[src/rtl/candidate_collector.sv]
// Candidate collector: merges near-duplicate classifier hits against the last
// kept hit, queues survivors in a FWFT FIFO, drains them over valid/ready and
// closes each frame with a one-cycle done pulse.
module candidate_collector #(
  parameter int unsigned DATA_WIDTH_12   = 12,
  parameter int unsigned FIFO_DEPTH      = 16,
  parameter int unsigned FIFO_ADDR_WIDTH = 4,
  parameter int unsigned MERGE_DIST      = 2,
  parameter int unsigned COUNT_WIDTH     = 12
) (
  input  logic                     clk_fpga,
  input  logic                     reset_fpga,
  input  logic                     i_inspect_done,
  input  logic                     i_candidate,
  input  logic [DATA_WIDTH_12-1:0] i_resize_x,
  input  logic [DATA_WIDTH_12-1:0] i_resize_y,
  input  logic                     i_frame_end,
  input  logic                     i_result_ready,
  output logic                     o_result_valid,
  output logic [DATA_WIDTH_12-1:0] o_result_x,
  output logic [DATA_WIDTH_12-1:0] o_result_y,
  output logic [COUNT_WIDTH-1:0]   o_count,
  output logic                     o_overflow,
  output logic                     o_frame_done,
  output logic                     o_busy
);

  localparam int unsigned OccW   = FIFO_ADDR_WIDTH + 1;
  localparam int unsigned DiffW  = DATA_WIDTH_12 + 1;
  localparam int unsigned EntryW = 2 * DATA_WIDTH_12;

  typedef enum logic [1:0] {StCollect, StDrain, StDone} state_e;

  state_e                     state_q, state_d;
  logic [EntryW-1:0]          mem_q [FIFO_DEPTH];
  logic [EntryW-1:0]          mem_d [FIFO_DEPTH];
  logic [FIFO_ADDR_WIDTH-1:0] wr_ptr_q, wr_ptr_d;
  logic [FIFO_ADDR_WIDTH-1:0] rd_ptr_q, rd_ptr_d;
  logic [OccW-1:0]            occ_q, occ_d;
  logic                       first_hit_q, first_hit_d;
  logic [DATA_WIDTH_12-1:0]   last_x_q, last_x_d;
  logic [DATA_WIDTH_12-1:0]   last_y_q, last_y_d;
  logic [COUNT_WIDTH-1:0]     count_q, count_d;
  logic                       overflow_q, overflow_d;

  logic             empty, full, pop, hit, near, keep, push;
  logic [DiffW-1:0] dx, dy;

  // Hit qualification, merge test and FIFO push/pop decisions.
  always_comb begin
    empty = (occ_q == '0);
    full  = (occ_q == OccW'(FIFO_DEPTH));
    pop   = !empty && i_result_ready;
    hit   = (state_q == StCollect) && i_inspect_done && i_candidate;
    // One extra bit so the absolute difference never wraps.
    dx = (i_resize_x >= last_x_q) ? ({1'b0, i_resize_x} - {1'b0, last_x_q})
                                  : ({1'b0, last_x_q} - {1'b0, i_resize_x});
    dy = (i_resize_y >= last_y_q) ? ({1'b0, i_resize_y} - {1'b0, last_y_q})
                                  : ({1'b0, last_y_q} - {1'b0, i_resize_y});
    near = (dx <= DiffW'(MERGE_DIST)) && (dy <= DiffW'(MERGE_DIST));
    keep = hit && (first_hit_q || !near);
    // A pop in the same cycle frees the slot a full FIFO needs.
    push = keep && (!full || pop);
  end

  // Next-state for FIFO storage, pointers, merge history, counters and FSM.
  always_comb begin
    mem_d       = mem_q;
    wr_ptr_d    = wr_ptr_q;
    rd_ptr_d    = rd_ptr_q;
    occ_d       = occ_q;
    first_hit_d = first_hit_q;
    last_x_d    = last_x_q;
    last_y_d    = last_y_q;
    count_d     = count_q;
    overflow_d  = overflow_q;
    state_d     = state_q;

    if (push) begin
      mem_d[wr_ptr_q] = {i_resize_x, i_resize_y};
      wr_ptr_d        = wr_ptr_q + FIFO_ADDR_WIDTH'(1);
      if (count_q != '1) count_d = count_q + COUNT_WIDTH'(1);
    end
    if (pop) rd_ptr_d = rd_ptr_q + FIFO_ADDR_WIDTH'(1);

    unique case ({push, pop})
      2'b10:   occ_d = occ_q + OccW'(1);
      2'b01:   occ_d = occ_q - OccW'(1);
      default: occ_d = occ_q;
    endcase

    // Last-kept position tracks every kept hit, even one that is dropped.
    if (keep) begin
      last_x_d    = i_resize_x;
      last_y_d    = i_resize_y;
      first_hit_d = 1'b0;
      if (!push) overflow_d = 1'b1;
    end

    unique case (state_q)
      StCollect: if (i_frame_end) state_d = StDrain;
      StDrain:   if (empty) state_d = StDone;
      StDone: begin
        state_d     = StCollect;
        count_d     = '0;
        overflow_d  = 1'b0;
        first_hit_d = 1'b1;
      end
      default:   state_d = StCollect;
    endcase
  end

  // Control registers with synchronous active-low reset.
  always_ff @(posedge clk_fpga) begin
    if (!reset_fpga) begin
      state_q     <= StCollect;
      wr_ptr_q    <= '0;
      rd_ptr_q    <= '0;
      occ_q       <= '0;
      first_hit_q <= 1'b1;
      last_x_q    <= '0;
      last_y_q    <= '0;
      count_q     <= '0;
      overflow_q  <= 1'b0;
    end else begin
      state_q     <= state_d;
      wr_ptr_q    <= wr_ptr_d;
      rd_ptr_q    <= rd_ptr_d;
      occ_q       <= occ_d;
      first_hit_q <= first_hit_d;
      last_x_q    <= last_x_d;
      last_y_q    <= last_y_d;
      count_q     <= count_d;
      overflow_q  <= overflow_d;
    end
  end

  // FIFO storage; contents are masked by occupancy so no reset is needed.
  always_ff @(posedge clk_fpga) begin
    mem_q <= mem_d;
  end

  // Outputs derive only from registered state.
  always_comb begin
    o_result_valid = !empty;
    o_result_x     = empty ? '0 : mem_q[rd_ptr_q][EntryW-1:DATA_WIDTH_12];
    o_result_y     = empty ? '0 : mem_q[rd_ptr_q][DATA_WIDTH_12-1:0];
    o_count        = count_q;
    o_overflow     = overflow_q;
    o_frame_done   = (state_q == StDone);
    o_busy         = (state_q != StCollect);
  end

endmodule

[config.mk]
export PLATFORM = sky130hd
export DESIGN_NAME = candidate_collector
export DESIGN_NICKNAME = d
export VERILOG_FILES = /design/src/rtl/candidate_collector.sv
export SDC_FILE = /design/constraint.sdc
export NUM_CORES = 1
export LEC_CHECK = 0
export ABC_CLOCK_PERIOD_IN_PS = 5600
export CORE_MARGIN = 4
export CORE_UTILIZATION = 48
export DETAILED_ROUTE_END_ITERATION = 16
export PLACE_DENSITY = 0.65
export SYNTH_ARGS = -nofsm -noshare
export SYNTH_HDL_FRONTEND = slang
export SYNTH_SLANG_ARGS = --single-unit
[constraint.sdc]
create_clock -name clk_fpga -period 5.6 [get_ports clk_fpga]
set_input_delay 0.84 -clock clk_fpga [delete_from_list [all_inputs] [get_ports clk_fpga]]
set_output_delay 0.84 -clock clk_fpga [all_outputs]
set_load 0.02 [all_outputs]
==> results of run 1 <==
==> placed cells by master (no fill, tap or decap), types with 9 or more instances in the layout <==
cell and n:
o21ai_0 32, nand3_1 18, nor2b_1 9, xnor2_1 14
clkinv_1 9, nand2b_1 9, dfxtp_1 50, and2_1 37
nor3_1 9, inv_1 70, buf_4 91, nand2_1 35
clkdlybuf4s50_1 69, a31oi_1 13, a21o_1 13, xor2_1 14
clkbuf_16 47, a21oi_1 54, nor2_1 63, or3_1 11
nand4_1 17, buf_12 10, edfxtp_1 384, and3_1 26
ha_1 58, mux4_2 120, mux2i_1 36
==> state kept, by name, summed over array words and instances (netlist names), 2 cells and up <==
signal	count
last_x_q	12
o_count	12
occ_q	5
rd_ptr_q	4
wr_ptr_q	4
last_y_q	12
mem_q	384
state_q	2
==> logic make-up (layout without fill, tap and decap cells) <==
family,Yosys count,in the layout,synth area share (%)
AOI/OAI and AO/OA,173,173,5.66
xor gates and xnor gates,28,28,1.24
adders and majority gates,62,62,4.08
buffers and inverters,136,320,2.84
DFF,437,437,63.7
muxes,156,156,15.5
and+or+nand+nor,260,260,6.99
==> per-stage QoR <==
stage	hold slack [ns]	power (W)	util (%)
global route	0.500	0.00944	56.9
finish	0.466	0.00902	56.9
CTS	0.471	0.00912	56.9
detailed placement	0.459	0.00620	53.4
global placement	0.446	0.00618	53.4
floorplan	0.426	0.00499	-
==> layer usage <==
layer	vias to the layer above	routed length (um)	track usage, %
li1	5201	-	-
met1	5958	20800	31.4
met2	374	22200	33.5
met3	53	2880	3.18
met4	0	818	5.07
met5	-	0	0
==> what timing repair did <==
| item | 4_1_cts | 5_1_grt |
|---|---|---|
| setup endpoints to repair | 0 | 1 |
| resized for setup | 0 | 1 |
| setup buffers | 0 | 0 |
==> power breakdown <==
group / leakage (nW) / internal, W / total, W / switching, W
Combinational: 3.30 / 0.00119 / 0.00238 / 0.00119
Clock: 0.704 / 0.00170 / 0.00292 / 0.00123
Sequential: 3.89 / 0.00362 / 0.00372 / 0.0000995
Total: 7.90 / 0.00650 / 0.00902 / 0.00252
==> cell type report <==
class	instances	area [sq um]	share of cell area [%]
sequential	437	12600	54.3
multi-input combinational	679	6660	28.7
timing repair buffer	170	1570	6.79
clock buffer	56	1230	5.30
tap	532	666	2.87
inverter	70	263	1.13
clock inverter	24	201	0.869
==> final timing paths <==
| path | cells after the start | end |
|---|---|---|
| max | 23 | occ_q[4] |
| min | 1 | state_q[1] |
| max reg2reg | 24 | occ_q[4] |
| min reg2reg | 1 | state_q[1] |
==> worst max-delay path, delay by kind of cell <==
family | cells | cell delay [ns]
buf+inv | 4 | 0.94
simple gates | 4 | 1.40
compound gates | 10 | 1.31
xor+xnor | 2 | 0.31
fa+ha+maj | 3 | 0.87
==> impl_metrics.env, run 1 <==
export IMPL_status="finished, final reports clean"
export IMPL_nFillCells=3161
export IMPL_worstSetupPathType="in -> reg"
export IMPL_num_io_pins=70
export IMPL_synth_area_leaders="edfxtp_1 58%, mux4_2 14%, dfxtp_1 5.4%"
export IMPL_die_x_um=211
export IMPL_clock_latency_ns=0.57
export IMPL_slowest_delay_ns=0.61
export IMPL_htreeDepth=2
export IMPL_async_reset_ff_share_pct=0
export IMPL_syn_inst=1252
export IMPL_synth_top_area_share_pct=58.3
export IMPL_path_cells="clkdlybuf4s50_1, inv_1, ha_1, o21a_1, o21ai_0, a31oi_1, a21oi_1, or4_1, or4_1, a21oi_1, buf_4, a31oi_4, and2_1, inv_1, ha_1, xor2_1, ha_1, o21ai_0, a21oi_1, a21oi_1, xor2_1, or3_1, a21oi_1"
export IMPL_hold_start="state_q[1]"
export IMPL_placed_cells=1888
export IMPL_yosysTopAreaCell="edfxtp_1"
export IMPL_arrival_ns=5.68
export IMPL_core_area_sq_um=40700
export IMPL_synth_ff_type="edfxtp_1"
export IMPL_overflow=0
export IMPL_crit_path_start="i_resize_x[7]"
export IMPL_grt_pass1_wl_mm=71.1
export IMPL_dp_hpwl_mm=29.3
export IMPL_critPathSlowestCell="clkdlybuf4s50_1"
export IMPL_worst_path_max_fanout=11
export IMPL_cp_end_kind="flop"
export IMPL_clock_path_buffers=3
export IMPL_regToRegSetupSlack_ns=0.94
export IMPL_portBuffers=69
export IMPL_finalSetupTns_ns=0
export IMPL_fp_dieH_um=211
export IMPL_cts_tree="built"
export IMPL_powerDensity_nw_per_um2=389
export IMPL_final_setup_viol_count=0
export IMPL_first_global_vias=11500
export IMPL_worst_pin_slew_ns=1.19
export IMPL_grt_max_degree=57
export IMPL_ir_drop_v=0.000258
export IMPL_yosysUniqueCellTypes=69
export IMPL_timing_final_ws_setup_ns=0.429
export IMPL_start_util_pct=48.5
export IMPL_finClkSkew_ns=0.0140
export IMPL_layoutNonFillerInstCount=1968
export IMPL_synth_area_sq_um=19800
export IMPL_p_leak_nw=7.90
export IMPL_grt_setup_unrepaired="false"
export IMPL_hold_viol_final=0
export IMPL_wire_per_inst_um=23.7
export IMPL_maxSlewViolCount=0
export IMPL_ys_top_cells_by_count="384 x edfxtp_1, 120 x mux4_2, 70 x inv_1, 63 x nor2_1, 58 x ha_1"
export IMPL_num_vias=11600
export IMPL_period_minus_slack_ns=5.17
export IMPL_routed_via_density=5.89
export IMPL_nets=1496
export IMPL_avgSynthCellArea_sq_um=15.8
export IMPL_relSlewSlack_pct=20.8
export IMPL_rows=74
export IMPL_syn_num_nets=1344
export IMPL_yosysMostFrequentCell="edfxtp_1"
export IMPL_drive_above_1_share_pct=21.2
export IMPL_min_period_over_period_pct=92.3
export IMPL_drt_iter0_drc=932
export IMPL_track_usage_pct=21.1
export IMPL_max_cap_viol_count=0
export IMPL_dieArea_sq_um=44500
export IMPL_place_congestion=0.855
export IMPL_hold_path_class="reg -> reg"
export IMPL_cts_hold_buf=0
export IMPL_r2r_start="last_x_q[0]"
export IMPL_crit_top_cell="a21oi_1"
export IMPL_design_area_sq_um=23200
export IMPL_diodes=0
export IMPL_antenna_left=0
export IMPL_antenna_found_initial=0
export IMPL_seq_area_frac_synth_pct=63.7
export IMPL_ys_ff_latch=437
export IMPL_fmax_mhz=193
export IMPL_required_ns=6.10
export IMPL_dr_pass1_iters=5
export IMPL_pre_cts_slack_ns=-0.294
export IMPL_cts_root_buf="clkbuf_16"
export IMPL_synth_edff_count=384
export IMPL_route_detailed_drc=0
export IMPL_place_area_sq_um=21800
export IMPL_yosys_warnings=0
export IMPL_finalWirelength_mm=46.7
export IMPL_clock_sinks=437
export IMPL_worst_setup_path_start_kind="input pin"
export IMPL_path_clk_slew_ns=0.07
export IMPL_area_growth_pct=17.3
export IMPL_numCtsBuffers=46
(Power assumes the default switching activity.)
==> run 2, diff against run 1 <==
CORE_ASPECT_RATIO = 0.8   (was not set)
==> impl_metrics.env, run 2 (synthesized netlist as in run 1, its figures left out) <==
export IMPL_hold_ws_ns=0.471
export IMPL_worst_path_max_fanout=3
export IMPL_start_util_pct=48.7
export IMPL_worst_setup_path_start_kind="input pin"
export IMPL_largest_reg_flops=384
export IMPL_cts_hold_buf=0
export IMPL_relSlewSlack_pct=39.6
export IMPL_total_power_w=0.00865
export IMPL_cts_setup_buffers=0
export IMPL_htreeDepth=2
export IMPL_routed_via_density=5.86
export IMPL_wire_per_inst_um=24.1
export IMPL_nFillCells=3170
export IMPL_diodes=0
export IMPL_cts_tree="built"
export IMPL_r2r_start="last_x_q[0]"
export IMPL_hold_viol_final=0
export IMPL_maxSlewViolCount=0
export IMPL_grt_max_degree=58
export IMPL_drive_above_1_share_pct=21.3
export IMPL_num_io_pins=70
export IMPL_arrival_ns=5.67
export IMPL_reg2reg_depth=24
export IMPL_finClkSkew_ns=0.0206
export IMPL_cts_resized=0
export IMPL_dieArea_sq_um=44500
export IMPL_min_period_over_period_pct=92.7
export IMPL_nets=1491
export IMPL_finalWirelength_mm=47.7
export IMPL_period_minus_slack_ns=5.19
export IMPL_grt_setup_unrepaired="false"
export IMPL_clock_sinks=437
export IMPL_required_ns=6.08
export IMPL_clock_path_buffers=3
export IMPL_pre_cts_slack_ns=-0.0884
export IMPL_regToRegSetupSlack_ns=0.90
export IMPL_hold_end="first_hit_q"
export IMPL_first_global_vias=11600
export IMPL_fp_dieH_um=190
export IMPL_numCtsBuffers=44
export IMPL_area_growth_pct=17.0
export IMPL_status="finished, final reports clean"
export IMPL_die_x_um=235
export IMPL_worstSetupPathType="in -> reg"
export IMPL_overflow=0
export IMPL_design_area_sq_um=23100
export IMPL_portBuffers=69
export IMPL_core_area_sq_um=40600
export IMPL_p_leak_nw=7.87
export IMPL_dp_hpwl_mm=28.8
export IMPL_mostFrequentLayoutCells="384 x edfxtp_1, 120 x mux4_2, 92 x buf_4"
export IMPL_ir_drop_v=0.000248
export IMPL_hold_start="first_hit_q"
export IMPL_final_common_cell="edfxtp_1"
export IMPL_r2r_end="occ_q[4]"
export IMPL_max_cap_viol_count=0
export IMPL_top_register="mem_q"
export IMPL_path_clk_slew_ns=0.06
export IMPL_hold_path_class="reg -> reg"
export IMPL_antenna_left=0
export IMPL_whs_path_depth=2
export IMPL_grt_pass1_wl_mm=72.2
export IMPL_timing_final_ws_setup_ns=0.406
export IMPL_final_setup_viol_count=0
export IMPL_worst_pin_slew_ns=0.907
export IMPL_antenna_found_initial=0
export IMPL_cp_end_kind="flop"
export IMPL_place_congestion=0.934
export IMPL_place_area_sq_um=21700
export IMPL_clock_latency_ns=0.56
export IMPL_dr_pass1_iters=5
export IMPL_route_detailed_drc=0
export IMPL_fmax_mhz=193
export IMPL_cts_root_buf="clkbuf_16"
export IMPL_powerDensity_nw_per_um2=374
export IMPL_track_usage_pct=21.3
export IMPL_rows=66
export IMPL_num_vias=11600
export IMPL_drt_iter0_drc=1072
-- run 2: report_power, final --
| group | switching [W] | leakage, nW | internal, W |
|---|---|---|---|
| registers | 0.0000995 | 3.89 | 0.00362 |
| clock network | 0.00123 | 0.720 | 0.00171 |
| logic | 0.00106 | 3.26 | 0.000938 |
| total | 0.00239 | 7.87 | 0.00626 |
-- run 2: how the worst max path moves through the flow --
stage | startpoint | end | slack [ns]
global route | i_resize_x[0] | occ_q[4] | 0.1
detailed placement | i_resize_x[0] | occ_q[4] | -0.09
CTS | i_resize_x[0] | occ_q[4] | 0.47
global placement | i_resize_x[0] | occ_q[4] | -0.009
finish | i_resize_x[0] | occ_q[4] | 0.41
floorplan | i_resize_x[0] | occ_q[4] | 0.38
-- run 2: final cells by class --
type	instances	area, sq um	share of cell area [%]
repair buffers	167	1500	6.49
inverters	70	263	1.14
clock inverters	24	233	1.01
well taps	544	681	2.94
clock buffers	57	1200	5.20
multi-input cells	679	6650	28.8
flip-flops and latches	437	12600	54.5
-- run 2: critical path, cell delays in order --
cell and delay, ns:
clkdlybuf4s50_1 0.54, ha_1 0.20, inv_1 0.06, fa_1 0.43, a21o_1 0.21, buf_4 0.14, a21oi_1 0.18, xnor2_1 0.09
a2111o_1 0.27, a2111oi_0 0.42, a21oi_1 0.16, nor3_2 0.30, a31oi_4 0.11, and2_1 0.17, inv_1 0.07, ha_1 0.18
xor2_1 0.16, ha_1 0.20, o21ai_0 0.09, a21oi_1 0.16, a21oi_1 0.09, xor2_1 0.15, or3_1 0.31, a21oi_1 0.14
-- run 2: through the flow --
stage	instances	setup TNS (ns)	utilization [%]
2_1_floorplan	1252	0	-
3_3_place_gp	1897	-0.00948	53.4
3_5_place_dp	1897	-0.0884	53.4
4_1_cts	1978	0	56.9
5_1_grt	1978	0	56.9
6_report	1978	0	56.9
-- run 2: layer usage --
layer  vias to the layer above  part of all wire, %  global-route usage, %  routed length (um)
li1                       5189                    -                      -                   -
met2                       356                   45                   32.2               21600
met5                         -                    0                      0                   0
met3                        67                  6.5                   3.74                3080
met1                      5971                   46                   32.7               22100
met4                         0                  1.9                   4.88                 907
